## config.mk

```make
export PLATFORM = sky130hd
export DESIGN_NAME = draw_text_status_flat
export DESIGN_NICKNAME = d
export VERILOG_FILES = /design/src/rtl/draw_text_status_pkg.sv /design/src/rtl/draw_text_status_if.sv /design/src/rtl/draw_text_status_delay.sv /design/src/rtl/draw_text_status.sv /design/src/flat_wrapper.sv
export SDC_FILE = /design/constraint.sdc
export NUM_CORES = 1
export LEC_CHECK = 0
export BUFFER_PORTS_ARGS = -buffer_cell sky130_fd_sc_hd__buf_2
export CORE_MARGIN = 2
export CORE_UTILIZATION = 39
export DETAILED_ROUTE_END_ITERATION = 12
export PLACE_DENSITY = 0.74
export SETUP_SLACK_MARGIN = 0.3
export SLEW_MARGIN = 20
export SYNTH_ARGS = -nofsm -noshare
export SYNTH_HDL_FRONTEND = slang
export SYNTH_SLANG_ARGS = --single-unit
```

## constraint.sdc

```tcl
create_clock -name pclk -period 3.6 [get_ports pclk]
set_clock_uncertainty 0.1 [all_clocks]
set_input_delay 0.72 -clock pclk [delete_from_list [all_inputs] [get_ports pclk]]
set_output_delay 0.72 -clock pclk [all_outputs]
set_load 0.1 [all_outputs]
```

## src/rtl/draw_text_status_pkg.sv

```systemverilog
// Shared constants and helpers for the text overlay layer of the VGA chain.
// Character cell geometry, counter and colour widths, and glyph bit selection.
package draw_text_status_pkg;

  localparam int CHAR_W = 8;
  localparam int CHAR_H = 16;
  localparam int HCNT_W = 11;
  localparam int RGB_W  = 12;
  localparam int CODE_W = 7;
  localparam int XY_W   = 8;
  localparam int ROW_W  = 4;
  localparam int FONT_ADDR_W = CODE_W + ROW_W;
  localparam int TIMING_W = 2 * HCNT_W + 4;

  // MSB of a font row is the leftmost pixel of the cell.
  function automatic logic glyph_bit(input logic [CHAR_W-1:0] pixels,
                                     input logic [2:0] col);
    return pixels[3'd7 - col];
  endfunction

endpackage

```

## src/rtl/draw_text_status_if.sv

```systemverilog
// Text-ROM / font-ROM bus between the text overlay layer and its two ROMs.
// The master drives addresses; the slave (ROM side) returns code and glyph row.
interface draw_text_status_if;
  import draw_text_status_pkg::*;

  logic [XY_W-1:0]        char_xy;
  logic [CODE_W-1:0]      char_code;
  logic [FONT_ADDR_W-1:0] font_addr;
  logic [CHAR_W-1:0]      font_pixels;

  modport master (
    output char_xy,
    output font_addr,
    input  char_code,
    input  font_pixels
  );

  modport slave (
    input  char_xy,
    input  font_addr,
    output char_code,
    output font_pixels
  );

endinterface

```

## src/rtl/draw_text_status_delay.sv

```systemverilog
// Fixed-length shift register with asynchronous active-low clear.
// Used to carry VGA timing, base colour and pixel flags alongside the ROM fetches.
module draw_text_status_delay #(
  parameter int WIDTH   = 8,
  parameter int CLK_DEL = 3
) (
  input  logic             clk,
  input  logic             rst_n,
  input  logic [WIDTH-1:0] din,
  output logic [WIDTH-1:0] dout
);

  logic [WIDTH-1:0] pipe_q [CLK_DEL];
  logic [WIDTH-1:0] pipe_d [CLK_DEL];

  always_comb begin
    pipe_d[0] = din;
    for (int i = 1; i < CLK_DEL; i++) begin
      pipe_d[i] = pipe_q[i-1];
    end
  end

  always_ff @(posedge clk or negedge rst_n) begin
    if (!rst_n) begin
      for (int i = 0; i < CLK_DEL; i++) begin
        pipe_q[i] <= '0;
      end
    end else begin
      for (int i = 0; i < CLK_DEL; i++) begin
        pipe_q[i] <= pipe_d[i];
      end
    end
  end

  assign dout = pipe_q[CLK_DEL-1];

endmodule

```

## src/rtl/draw_text_status.sv

```systemverilog
// Text overlay layer: maps box pixels to text-ROM cells, fetches glyph rows from
// a synchronous font ROM and paints TEXT_COLOR over rgb_in with 3 pclk latency.
module draw_text_status
  import draw_text_status_pkg::*;
#(
  parameter logic [HCNT_W-1:0] XPOS       = 11'd16,
  parameter logic [HCNT_W-1:0] YPOS       = 11'd16,
  parameter int                COLS       = 16,
  parameter int                ROWS       = 16,
  parameter logic [RGB_W-1:0]  TEXT_COLOR = 12'hFFF
) (
  input  logic                pclk,
  input  logic                rst_n,
  input  logic [HCNT_W-1:0]   hcount_in,
  input  logic [HCNT_W-1:0]   vcount_in,
  input  logic                hsync_in,
  input  logic                vsync_in,
  input  logic                hblnk_in,
  input  logic                vblnk_in,
  input  logic [RGB_W-1:0]    rgb_in,
  draw_text_status_if.master  rom,
  output logic [HCNT_W-1:0]   hcount_out,
  output logic [HCNT_W-1:0]   vcount_out,
  output logic                hsync_out,
  output logic                vsync_out,
  output logic                hblnk_out,
  output logic                vblnk_out,
  output logic [RGB_W-1:0]    rgb_out
);

  localparam logic [HCNT_W-1:0] X_END = XPOS + HCNT_W'(CHAR_W * COLS);
  localparam logic [HCNT_W-1:0] Y_END = YPOS + HCNT_W'(CHAR_H * ROWS);

  logic                   in_box;
  logic [6:0]             dx;
  logic [7:0]             dy;

  logic [XY_W-1:0]        char_xy_d, char_xy_q;
  logic                   in_box_p1_d, in_box_p1_q;
  logic [ROW_W-1:0]       dy_p1_d, dy_p1_q;
  logic [2:0]             dx_p1_d, dx_p1_q;
  logic [FONT_ADDR_W-1:0] font_addr_d, font_addr_q;

  logic                   in_box_p3;
  logic [2:0]             dx_p3;
  logic [RGB_W-1:0]       rgb_p3;

  // Stage 1: cell address from the raw counters.
  always_comb begin
    in_box = (hcount_in >= XPOS) && (hcount_in < X_END) &&
             (vcount_in >= YPOS) && (vcount_in < Y_END);
    dx = 7'(hcount_in - XPOS);
    dy = 8'(vcount_in - YPOS);
    char_xy_d   = in_box ? {dy[7:4], dx[6:3]} : '0;
    in_box_p1_d = in_box;
    dy_p1_d     = dy[3:0];
    dx_p1_d     = dx[2:0];
  end

  // Stage 2: text ROM answers combinationally; form the glyph-row address.
  always_comb begin
    font_addr_d = {rom.char_code, dy_p1_q};
  end

  always_ff @(posedge pclk or negedge rst_n) begin
    if (!rst_n) begin
      char_xy_q   <= '0;
      in_box_p1_q <= 1'b0;
      dy_p1_q     <= '0;
      dx_p1_q     <= '0;
      font_addr_q <= '0;
    end else begin
      char_xy_q   <= char_xy_d;
      in_box_p1_q <= in_box_p1_d;
      dy_p1_q     <= dy_p1_d;
      dx_p1_q     <= dx_p1_d;
      font_addr_q <= font_addr_d;
    end
  end

  assign rom.char_xy   = char_xy_q;
  assign rom.font_addr = font_addr_q;

  draw_text_status_delay #(
    .WIDTH   (TIMING_W + RGB_W),
    .CLK_DEL (3)
  ) u_timing_delay (
    .clk   (pclk),
    .rst_n (rst_n),
    .din   ({hcount_in, vcount_in, hsync_in, vsync_in, hblnk_in, vblnk_in, rgb_in}),
    .dout  ({hcount_out, vcount_out, hsync_out, vsync_out, hblnk_out, vblnk_out, rgb_p3})
  );

  // Pixel flags ride two more stages so they meet the font ROM output.
  draw_text_status_delay #(
    .WIDTH   (4),
    .CLK_DEL (2)
  ) u_flag_delay (
    .clk   (pclk),
    .rst_n (rst_n),
    .din   ({in_box_p1_q, dx_p1_q}),
    .dout  ({in_box_p3, dx_p3})
  );

  // Stage 3: the font ROM output register is the final pipeline register;
  // compositing is a mux over stage-3 registers only.
  always_comb begin
    rgb_out = rgb_p3;
    if (hblnk_out || vblnk_out) begin
      rgb_out = '0;
    end else if (in_box_p3 && glyph_bit(rom.font_pixels, dx_p3)) begin
      rgb_out = TEXT_COLOR;
    end
  end

endmodule

```

## src/flat_wrapper.sv

```systemverilog
// flat-port wrapper written by rule: the top's interface ports become plain ports
module draw_text_status_flat import draw_text_status_pkg::*;
#(
  parameter logic [HCNT_W-1:0] XPOS       = 11'd16,
  parameter logic [HCNT_W-1:0] YPOS       = 11'd16,
  parameter int                COLS       = 16,
  parameter int                ROWS       = 16,
  parameter logic [RGB_W-1:0]  TEXT_COLOR = 12'hFFF
)
  (pclk, rst_n, hcount_in, vcount_in, hsync_in, vsync_in, hblnk_in, vblnk_in, rgb_in, hcount_out, vcount_out, hsync_out, vsync_out, hblnk_out, vblnk_out, rgb_out, rom_char_xy, rom_font_addr, rom_char_code, rom_font_pixels);
  draw_text_status_if rom_i ();
  input  logic pclk;
  input  logic rst_n;
  input  logic [HCNT_W-1:0] hcount_in;
  input  logic [HCNT_W-1:0] vcount_in;
  input  logic hsync_in;
  input  logic vsync_in;
  input  logic hblnk_in;
  input  logic vblnk_in;
  input  logic [RGB_W-1:0] rgb_in;
  output logic [HCNT_W-1:0] hcount_out;
  output logic [HCNT_W-1:0] vcount_out;
  output logic hsync_out;
  output logic vsync_out;
  output logic hblnk_out;
  output logic vblnk_out;
  output logic [RGB_W-1:0] rgb_out;
  output wire logic [$bits(rom_i.char_xy)-1:0] rom_char_xy;
  output wire logic [$bits(rom_i.font_addr)-1:0] rom_font_addr;
  input wire logic [$bits(rom_i.char_code)-1:0] rom_char_code;
  input wire logic [$bits(rom_i.font_pixels)-1:0] rom_font_pixels;
  assign rom_char_xy = rom_i.char_xy;
  assign rom_font_addr = rom_i.font_addr;
  assign rom_i.char_code = rom_char_code;
  assign rom_i.font_pixels = rom_font_pixels;
  draw_text_status #(.XPOS(XPOS), .YPOS(YPOS), .COLS(COLS), .ROWS(ROWS), .TEXT_COLOR(TEXT_COLOR)) u_core (.pclk(pclk), .rst_n(rst_n), .hcount_in(hcount_in), .vcount_in(vcount_in), .hsync_in(hsync_in), .vsync_in(vsync_in), .hblnk_in(hblnk_in), .vblnk_in(vblnk_in), .rgb_in(rgb_in), .rom(rom_i), .hcount_out(hcount_out), .vcount_out(vcount_out), .hsync_out(hsync_out), .vsync_out(vsync_out), .hblnk_out(hblnk_out), .vblnk_out(vblnk_out), .rgb_out(rgb_out));
endmodule
```

## Yosys cells after proc, flatten, opt, wreduce, memory -nomap -nowiden

Cells that the tools add are included.

- Input bits: 55
- Word-level logic and storage cells: 28
- Output and inout bits: 57
- Register bits after elaboration: 149

- Mux-type cells: 5
- Add/subtract/negate cells: 3
- Order comparisons: 5
- Reduce and logical (&&, ||, !) cells: 5

Operators by type and width:

| kind | number |
|---|---|
| two-way mux 12 bit | 2 |
| >= comparator 11 x 5 -> 1 bit (second input constant) | 2 |
| < comparator 11 x 8 -> 1 bit (second input constant) | 1 |
| < comparator 11 x 9 -> 1 bit (second input constant) | 1 |
| two-way mux 8 bit | 1 |
| subtractor 8 x 5 -> 8 bit (second input constant) | 1 |
| subtractor 7 x 5 -> 7 bit (second input constant) | 1 |
| logical AND 1 bit | 4 |
| < comparator 3 x 4 -> 1 bit (second input constant) | 1 |
| binary-select mux 1 bit (select 3 bit) | 1 |
| subtractor 3 bit (first input constant) | 1 |
| logical OR 1 bit | 1 |
| two-way mux 1 bit | 1 |

## Depth between registers and ports, before layout

- Word-level depth: 6
- Gate-level depth with buffers: 6
- Gate-level depth less buffers: 6

## By module

A second synthesis with hierarchy kept.

- Cell total of the unflattened synthesis: 201
- Area, all modules: 4132.7 um^2

Modules (own cells, without submodules):

| module | cells each | times used | seq. area each (um^2) | area each (um^2) |
|---|---|---|---|---|
| draw_text_status_delay (u_core.u_timing_delay) | 114 | 1 | 2852.7 | 2852.7 |
| draw_text_status | 79 | 1 | 675.6 | 1079.8 |
| draw_text_status_delay (u_core.u_flag_delay) | 8 | 1 | 200.2 | 200.2 |

## Least setup slack after synthesis

No wires, ideal clock.

- Path kind: register to output
- Start point: reg, netlist name u_core.u_timing_delay.dout[27]
- End point: out rgb_out[10]
- Path slack: 137 ps
- Arrival: 2643 ps
- Cell stages (with the launch flop): 6
- Buffers on the path: 1
- Data required time: 2780 ps
- Cell sequence: dfrtp_1 mux4_2 inv_1 a2111oi_2 buf_4 a21o_1

RTL lines:

| what | line | source |
|---|---|---|
| end, declared | flat_wrapper.sv:27 | `output logic [RGB_W-1:0] rgb_out;` |

==> run_results.csv <==
group,metric,value,unit
sta,report.final.hold_viol_count,0,
sta,slew_viol_final,0,
worst_setup_path,critPathMaxFanout,12,
grt,grt_start_max_net_pins,99,
sta,finalSetupViolCount,0,
synthesis,avgSynthCellArea,19.8,um2
worst_setup_path,cp.buffers_inverters,3,
clocking,clock_sinks,132,
worst_setup_path,cp-startpoint,"u_core.u_timing_delay.dout[27]",
sta,tightestPinTransition,0.833,ns
grt,grt_remaining_overflow,0,
clocking,cts_root_buf,"clkbuf_8",
clocking,post_cts_buffers,0,
final_layout,fillers,762,
clocking,cts_hold_buf,0,
synthesis,synthArstFlopShare,100,%
worst_setup_path,crit_path_max_incr_delay,0.42,ns
synthesis,synth.most_common_cell,"dfrtp_1",
grt,grt_pass1_wl,9.83,mm
power_and_ir_drop,p_switching,0.000913,W
worst_setup_path,crit_cells,6,
route,ant_nets,0,
floorplanning,rows,35,
synthesis,synth_top_family_by_area,"compound AO/OA/AOI/OAI gates",
synthesis,ys_seq_area_share,87.9,%
route,drt_iter0_drc,31,
worst_setup_path,start_kind,"flop",
power_and_ir_drop,seqPwrFrac,44.4,%
final_layout,fin_nets,377,
route,wirelength,6.28,mm
final_layout,syn_to_final_growth,39.2,%
synthesis,ys_ff_latch,132,
final_layout,multi_input_area,393,um2
floorplanning,die_area,0.0104,mm2
clocking,h-tree-depth,4,
synthesis,synth_flop_cell,"dfrtp_1",
synthesis,synth-edff-count,0,
power_and_ir_drop,comb_power_share,9.6,%
sta,period_needed,3.05,ns
floorplanning,core,0.00928,mm2
synthesis,yosys.area_share.xor_xnor,0.466,%
sta,fin_crit_sh,84.7,%
sta,fin_tns_setup,0,ns
route,drc,0,
worst_setup_path,end_kind,"output port",
floorplanning,io_pins,112,
final_layout,layout-drive-gt1-share,48.0,%
route,wl_met3,279,um
route,wl_met1,2.52,mm
route,met2_wirelength,3.40,mm
worst_setup_path,crit_type,"flop to output port",
sta,max_slew_margin,44.5,%
route,post_drt_wl_per_cell,13.6,um
synthesis,synthAdderAreaFrac,1.33,%
power_and_ir_drop,swShare,25.7,%
power_and_ir_drop,leakage,2.60,nW
placement,portBuffers,111,
route,drt-pass1-iter-count,4,
power_and_ir_drop,peakVddDrop,0.317,mV
clocking,cts_tree,"done",
floorplanning,start_util,40.5,%
route,highest_layer,"met4",
power_and_ir_drop,p_clk_share,46.0,%
clocking,path_clk_slew,0.06,ns
worst_setup_path,r2r_cells,0,
final_layout,seq_area,0.00331,mm2
worst_setup_path,r2r_start,"u_core.rom.font_addr[2]",
synthesis,syn_area,0.00376,mm2
worst_setup_path,worstPathCellList,"mux4_2 -> inv_1 -> a2111oi_2 -> buf_4 -> a21o_1 -> buf_12",
worst_setup_path,crit_end,"rgb_out[7]",
synthesis,syn_nets,249,
route,vias,1880,
synthesis,synth_cells,190,
grt,antenna_found_initial,0,
floorplanning,die_x,102,um
worst_setup_path,worstPathRequired,2.78,ns
worst_setup_path,r2r_slack,3.00,ns
worst_setup_path,critical_path.top_delay_family,"compound AO/OA/AOI/OAI gates",
synthesis,synthMuxAreaShare,0.899,%
sta,rsz0062_at_grt,"no",
placement,dp_hpwl,4.21,mm
worst_setup_path,r2r_end,"u_core.u_timing_delay.dout[18]",
worst_setup_path,cp_slowest_cell,"dfrtp_2",
synthesis,ys.warnings.count,0,
synthesis,synth_common_cells,"dfrtp_1 (132), a21o_1 (12), nor3_1 (7)",
clocking,clockBufferDepth,2,
grt,grt_pass1_vias,1950,
clocking,post_cts_resized,0,
grt,grt_use_total,13.2,%
power_and_ir_drop,power.internal,0.00263,W
worst_setup_path,cp_data_arrival_time,2.23,ns
clocking,numCtsBuffers,17,
synthesis,synthTopCellsByArea,"dfrtp_1 (88%), a21o_1 (2.4%), ha_1 (1.3%)",
route,vias_per_cell,4.09,
outcome,status,"finished clean",
clocking,insertion_delay,0.50,ns
synthesis,synth-compound-area-share,4.13,%
final_layout,diodes,0,
power_and_ir_drop,total_power,0.00355,W
final_layout,fin_util,56.3,%
power_and_ir_drop,p_per_area,678,mW/mm2
synthesis,synth_top_area_cell,"dfrtp_1",
floorplanning,fp.dieH,102,um
run,maxCapViolations,0,
sta,maxClockFrequency,0.328,GHz
synthesis,netlist.area_leader.share,87.9,%
worst_hold_path,hold_path_class,"input pin to async pin",
placement,routabilityCongestion,0.701,
synthesis,yosysUniqueCellTypes,25,
synthesis,synth_simple_gate_area_share,3.63,%
[cells by family (layout without fill, tap and decap cells)]
| kind of cell | after synthesis | in the layout |
|---|---|---|
| multiplexers | 2 | 2 |
| AO/OA/AOI/OAI | 18 | 18 |
| adder cells (fa/ha/maj) | 4 | 4 |
| flip-flops | 132 | 132 |
| AND/OR/NAND/NOR | 21 | 21 |
| buffers and inverters | 11 | 152 |
| XOR/XNOR | 2 | 2 |
[flip-flops by register name (all words and copies together) (netlist names)]
register and flops:
u_core.u_flag_delay.pipe_d 1, u_core.u_timing_delay.pipe_d 67, u_core.rom.font_addr 11, u_core.rom.char_xy 8
u_core.in_box_p1_q 1, u_core.u_timing_delay.dout 38, u_core.u_flag_delay.dout 1, u_core.dx_p1_q 2
u_core.dy_p1_q 3
[how the worst min path moves through the flow]
| stage | cells past startpoint | to | slack [ns] | startpoint |
|---|---|---|---|---|
| floorplan | 0 | u_core.u_timing_delay.dout[27] | 0.23 | u_core.u_timing_delay.pipe_d[27] |
| global placement | 0 | u_core.u_timing_delay.dout[14] | 0.23 | u_core.u_timing_delay.pipe_d[14] |
| detailed placement | 0 | u_core.u_timing_delay.dout[11] | 0.23 | u_core.u_timing_delay.pipe_d[11] |
| CTS | 1 | u_core.u_timing_delay.pipe_d[50] | 0.19 | vblnk_in |
| global route | 1 | u_core.rom.font_addr[8] | 0.19 | rom_char_code[4] |
| finish | 1 | u_core.rom.font_addr[4] | 0.19 | rst_n |
[final cells by class]
type,instances,share of cell area (%)
repair buffers,115,14.8
well taps,129,3.09
flip-flops and latches,132,63.2
clock buffers,18,8.18
multi-input cells,47,7.51
clock inverters,14,2.87
inverters,5,0.359
[cells in the final DEF, fill, tap and decap left out, types with 3 or more instances in the layout]
| cell type | instances |
|---|---|
| ha_1 | 4 |
| inv_1 | 5 |
| buf_12 | 12 |
| buf_2 | 98 |
| inv_6 | 4 |
| buf_4 | 4 |
| clkinvlp_4 | 3 |
| dfrtp_1 | 130 |
| clkbuf_16 | 16 |
| a21o_1 | 12 |
| nor3_1 | 7 |
| clkinv_2 | 3 |
[power by group through the flow]
stage	Clock, W	Combinational, W	Sequential [W]
floorplan	0	0.0000832	0.00174
global placement	0	0.000341	0.00160
detailed placement	0	0.000346	0.00160
finish	0.00163	0.000341	0.00157
global route	0.00175	0.000358	0.00158
CTS	0.00167	0.000346	0.00157
[metal layers]
metal,vias up,track usage (%)
met2,59,21.6
met3,6,4.72
met4,0,7.69
met1,929,15.2
li1,886,-
met5,-,0
[stage by stage]
stage	hold WS [ns]	setup WS, ns	instance area, um2	instances
2_1_floorplan	0.231	0.361	3760	190
3_3_place_gp	0.231	0.757	4650	428
3_5_place_dp	0.235	0.678	4650	428
4_1_cts	0.193	0.504	5230	460
5_1_grt	0.187	0.413	5230	460
6_report	0.190	0.549	5230	460
(Power assumes the default switching activity.)
